## src/rtl/wb_result_queue.sv

```systemverilog
// Write-back FIFO from the ALU result path to the register bank.
// Define WB_RESULT_QUEUE_BYPASS_EN for a zero-latency path when empty.
module wb_result_queue #(
    parameter int DEPTH    = 4,
    parameter int NUM_REGS = 8,
    parameter int DATA_W   = 32,
    localparam int IDX_W   = $clog2(NUM_REGS),
    localparam int PTR_W   = $clog2(DEPTH),
    localparam int CNT_W   = PTR_W + 1
) (
    input  logic                clk,
    input  logic                rst_n,
    input  logic                in_valid,
    output logic                in_ready,
    input  logic [DATA_W-1:0]   in_data,
    input  logic [IDX_W-1:0]    in_dest,
    input  logic                stall,
    output logic [NUM_REGS-1:0] we,
    output logic [DATA_W-1:0]   wr_data,
    output logic [CNT_W-1:0]    count,
    output logic                bad_dest
);

    logic [DATA_W-1:0] data_q [DEPTH];
    logic [IDX_W-1:0]  dest_q [DEPTH];
    logic [PTR_W-1:0]  rd_ptr;
    logic [PTR_W-1:0]  wr_ptr;

    logic              empty;
    logic              accept;
    logic              bypass;
    logic              push;
    logic              pop;
    logic [IDX_W-1:0]  sel_dest;
    logic              sel_en;

    assign empty    = (count == '0);
    assign in_ready = (count != CNT_W'(DEPTH));
    assign accept   = in_valid && in_ready;

`ifdef WB_RESULT_QUEUE_BYPASS_EN
    assign bypass = empty && in_valid && !stall;
`else
    assign bypass = 1'b0;
`endif

    // A bypassed result is written straight through and never stored.
    assign push = accept && !bypass;
    assign pop  = !empty && !stall;

    always_comb begin
        sel_dest = dest_q[rd_ptr];
        sel_en   = pop;
        wr_data  = empty ? '0 : data_q[rd_ptr];
        if (bypass) begin
            sel_dest = in_dest;
            sel_en   = 1'b1;
            wr_data  = in_data;
        end
        // Out-of-range indices match no bit, so they drain silently.
        we = '0;
        for (int i = 0; i < NUM_REGS; i++) begin
            we[i] = sel_en && (sel_dest == IDX_W'(i));
        end
    end

    always_ff @(posedge clk) begin
        if (push) begin
            data_q[wr_ptr] <= in_data;
            dest_q[wr_ptr] <= in_dest;
        end
    end

    always_ff @(posedge clk or negedge rst_n) begin
        if (!rst_n) begin
            rd_ptr   <= '0;
            wr_ptr   <= '0;
            count    <= '0;
            bad_dest <= 1'b0;
        end else begin
            if (push) begin
                wr_ptr <= wr_ptr + 1'b1;
            end
            if (pop) begin
                rd_ptr <= rd_ptr + 1'b1;
            end
            case ({push, pop})
                2'b10:   count <= count + 1'b1;
                2'b01:   count <= count - 1'b1;
                default: count <= count;
            endcase
            if (accept && (int'(in_dest) >= NUM_REGS)) begin
                bad_dest <= 1'b1;
            end
        end
    end

endmodule
```

## config.mk

```make
export PLATFORM = sky130hd
export DESIGN_NAME = wb_result_queue
export DESIGN_NICKNAME = d
export VERILOG_FILES = /design/src/rtl/wb_result_queue.sv
export SDC_FILE = /design/constraint.sdc
export NUM_CORES = 1
export LEC_CHECK = 0
export CAP_MARGIN = 30
export CORE_ASPECT_RATIO = 1.1
export CORE_MARGIN = 2
export CORE_UTILIZATION = 58
export CTS_BUF_LIST = sky130_fd_sc_hd__clkbuf_16
export CTS_CLUSTER_DIAMETER = 50
export CTS_CLUSTER_SIZE = 12
export DETAILED_ROUTE_END_ITERATION = 8
export PLACE_DENSITY = 0.84
export SLEW_MARGIN = 30
export SYNTH_ARGS = -nofsm -noshare
export SYNTH_HDL_FRONTEND = slang
export SYNTH_SLANG_ARGS = --single-unit
```

## constraint.sdc

```tcl
create_clock -name clk -period 5.05 [get_ports clk]
set_input_delay 1.515 -clock clk [delete_from_list [all_inputs] [get_ports clk]]
set_output_delay 1.515 -clock clk [all_outputs]
set_load 0.1 [all_outputs]
```

# ---- After elaboration in Yosys (flattened, before gate mapping)
# Memory sizes are Yosys's and may differ from the RTL's.
# Cells that the tools add are included.
dict set report totals {
  register_bits 7
  out_inout_bits 45
  latchBits 0
  mem_bits_rw 140
  mem_bits_ro 0
  in_bits 39
  n_memories 2
  elab_cells 38
}
# name depth width read_ports rd_ports_with_merged_regs wr line
set memory_table {}
lappend memory_table {data_q 4 32 1 0 1 24} ;# logic [DATA_W-1:0] data_q [DEPTH];
lappend memory_table {dest_q 4 3 1 0 1 25} ;# logic [IDX_W-1:0] dest_q [DEPTH];
dict set report op_classes {
  n_mul 0
  n_div 0
  bitwise_logic 0
  n_reduce_logical 15
  n_lt_le_gt_ge 0
  n_eq_ne 10
  n_shift 0
  muxes 4
  add_sub_neg 4
}
# operator count
set op_table {}
lappend op_table {{$mux W32} 1}
lappend op_table {{$eq A3 B3 Y1 const B} 4}
lappend op_table {{$logic_and A1 B1 Y1} 10}
lappend op_table {{$eq A3 B2 Y1 const B} 2}
lappend op_table {{$logic_not A3 Y1} 2}
lappend op_table {{$pmux W3 S2} 1}
lappend op_table {{$add A2 B1 Y2 const B} 2}
lappend op_table {{$add A3 B1 Y3 const B} 1}
lappend op_table {{$eq A3 B1 Y1 const B} 1}
lappend op_table {{$ne A3 B3 Y1 const B} 1}
lappend op_table {{$sub A3 B1 Y3 const B} 1}
lappend op_table {{$eq A2 B1 Y1 const B} 1}
lappend op_table {{$eq A2 B2 Y1 const B} 1}
lappend op_table {{$logic_not A1 Y1} 2}
lappend op_table {{$mux W1} 2}
lappend op_table {{$reduce_bool A2 Y1} 1}

# ---- Logic depth before layout (Yosys ltp)
dict set report logic_depth {
  word_depth 5
  depth_mapped 9
  depth_no_buf 9
}

# ---- Worst setup path after synthesis
# OpenSTA, ideal clock, no wires.
dict set report synth_timing {
  path_kind {input -> output}
  from {input stall}
  to {output we[0]}
  arrival_time_ns 3.179
  path_slack_ns 0.356
  path_stages 2
  n_path_buf 0
  required_time_ns 3.535
  cell_sequence {or3_4 > nor2_1}
}
dict set report synth_via {
  elab_chain_cells 3
}
# element line
set synth_lines {}
lappend synth_lines {{start, declared} 17} ;# input logic stall,
lappend synth_lines {{$logic_not A1 Y1} 49} ;# assign pop = !empty && !stall;
lappend synth_lines {{$logic_and A1 B1 Y1} 49}
lappend synth_lines {{$logic_and A1 B1 Y1} 63} ;# we[i] = sel_en && (sel_dest == IDX_W'(i));
lappend synth_lines {{end, declared} 18} ;# output logic [NUM_REGS-1:0] we,
# No other way between the ends.

# ---- Final worst setup path
dict set report layout_timing {
  from {input stall}
  to {output we[1]}
}
# Same word-level chain as after synthesis.

==> impl_metrics.tcl <==
set metrics [dict create \
    status "finished, final reports clean" \
    synth_cells 274 \
    die_area_um2 10700 \
    vias 2865 \
    drive_above_1_share 0.304 \
    cts-buffers-inserted 17 \
    core-area_um2 9750 \
    cts.repair.resized 0 \
    cts-htree-levels 4 \
    portBuffers 82 \
    r2r-start "count[0]$_DFFE_PN0P_" \
    hp-class "flip-flop to flip-flop" \
    rsz0062_at_grt "false" \
    critical_path_required_ns 3.54 \
    netlist_area_um2 5760 \
    clock_sinks 147 \
    syn_avg_cell_area_um2 21.0 \
    worst_slew_pin_slew_ns 0.968 \
    groute.usage.overall 0.209 \
    synth_nets 319 \
    insertion_delay_ns 0.41 \
    grt_pass1_vias 2992 \
    cts-root-buf "clkbuf_16" \
    cts_hold_buf 0 \
    grt_remaining_overflow 0 \
    layout_commonest_cell "edfxtp_1" \
    area_growth_pct 27.4 \
    max_freq_ghz 0.231 \
    synth-seq-cells 147 \
    setup_viol 0 \
    wl_mm 10.5 \
    path_max_fanout 4 \
    critPathArrivalTime_ns 2.82 \
    critPathKind "input port to output pin" \
    grt_max_degree 36 \
    drtIter0Drc 151 \
    crit_path_start "stall" \
    synth_cell_types 27 \
    finalHoldViolations 0 \
    die_y_um 108 \
    clk_pin_slew_ns 0.06 \
    pin_count 84 \
    cts_tree "built" \
    fin_tns_setup_ns 0 \
    skew_ns 0.00532 \
    rows 38 \
    slew_violations 0 \
    dieWidth_um 99.0 \
    num_antenna_cells 0 \
    ys_warn_count 1 \
    layout_common_cells "140 x edfxtp_1, 42 x clkdlybuf4s50_1, 35 x buf_4" \
    postRouteAntennaNets 0 \
    layout.nets 410 \
    start_util 0.591 \
    seq_area_frac_synth 0.761 \
    firstDrtPassIters 7 \
    clock_path_buffers 2 \
    finalCritPeriodShare 0.859 \
    via_per_inst 5.75 \
    max_slew_margin 0.353 \
    routabilityCongestion 0.771 \
    period_minus_slack_ns 4.34 \
    grt_first_pass_wirelength_mm 16.1 \
    dpl.hpwl_mm 5.65 \
    maxCapViolCount 0 \
    route.detailed.drc 0 \
    cp-start-kind "input port" \
    postCtsSetupBuffers 0 \
    hold_start "count[2]$_DFFE_PN0P_" \
    antenna_found_initial 0 \
    endpoint_kind "output pin" \
    wl_per_cell_um 21.1 \
]
==> final cells by class <==
class,instances,area [um^2]
tap,120,150
multi-input combinational,107,1290
clock buffer,17,425
fill,538,2410
sequential,147,4380
inverter,7,26.3
clock inverter,15,214
timing repair buffer,85,843
==> synthesized netlist by cell type <==
cell        n  area, um^2
and2_1     33         206
and3_1      4        25.0
buf_2       4        20.0
buf_4       1        7.51
buf_6       1        11.3
clkbuf_1    7        26.3
conb_1      1        3.75
dfrtp_1     7         175
edfxtp_1  140        4200
fa_1        1        20.0
ha_1        5        62.6
inv_1       7        26.3
mux2_2      1        11.3
mux2i_1     1        10.0
mux4_1      1        26.3
mux4_2     34         766
nand2_1     1        3.75
nand2b_1    2        12.5
nand3_1     2        10.0
nor2_1     10        37.5
nor3_1      1        5.00
or2_1       1        6.26
or3_1       1        6.26
or3_4       1        11.3
or3b_1      1        8.76
xnor2_1     3        26.3
xor2_1      3        26.3
==> per-stage QoR <==
stage               cell area, um^2  worst slack, ns  std cells  utilization  hold WS, ns
floorplan                      5760            0.356        274            -        0.534
global placement               6690            0.725        466        0.687        0.516
detailed placement             6690            0.707        466        0.687        0.531
CTS                            7330            0.707        498        0.752        0.537
global route                   7330            0.681        498        0.752        0.577
finish                         7330            0.714        498        0.752        0.538
==> path summary, 6_finish.rpt <==
check	endpoint	slack (ns)	cells past startpoint
max in group asynchronous	rd_ptr[1]$_DFFE_PN0P_	3.42	1
min reg2reg	count[2]$_DFFE_PN0P_	0.54	1
min in group asynchronous	wr_ptr[1]$_DFFE_PN0P_	1.36	1
max	we[1]	0.71	4
max reg2reg	count[2]$_DFFE_PN0P_	2.59	9
min	count[2]$_DFFE_PN0P_	0.54	1
==> cell families after synthesis <==
logic type / Yosys count / share of synthesized area
simple gates: 57 / 0.0578
flops: 147 / 0.761
fa+ha+maj: 6 / 0.0143
other cells: 1 / 0.000652
buf+inv: 20 / 0.0159
mux: 37 / 0.141
xor+xnor: 6 / 0.00913
==> worst max-delay path: stages <==
cell	delay, ns
clkdlybuf4s50_1	0.47
or3_4	0.43
nor2_1	0.21
buf_12	0.21
==> layer usage <==
layer | vias up | share of wire | global-route usage | wire (um)
met2 | 86 | 0.53 | 0.342 | 5540
li1 | 1273 | - | - | -
met5 | - | 0 | 0 | 0
met1 | 1483 | 0.41 | 0.267 | 4330
met3 | 23 | 0.041 | 0.0562 | 435
met4 | 0 | 0.021 | 0.0949 | 222
==> registers in the layout, summed over array words and instances (netlist names) <==
register / flops
count: 3
wr_ptr: 2
data_q: 128
dest_q: 12
rd_ptr: 2
Power is not shown: default switching activity piles up to over one toggle a cycle in this logic, so the estimate is an artifact.
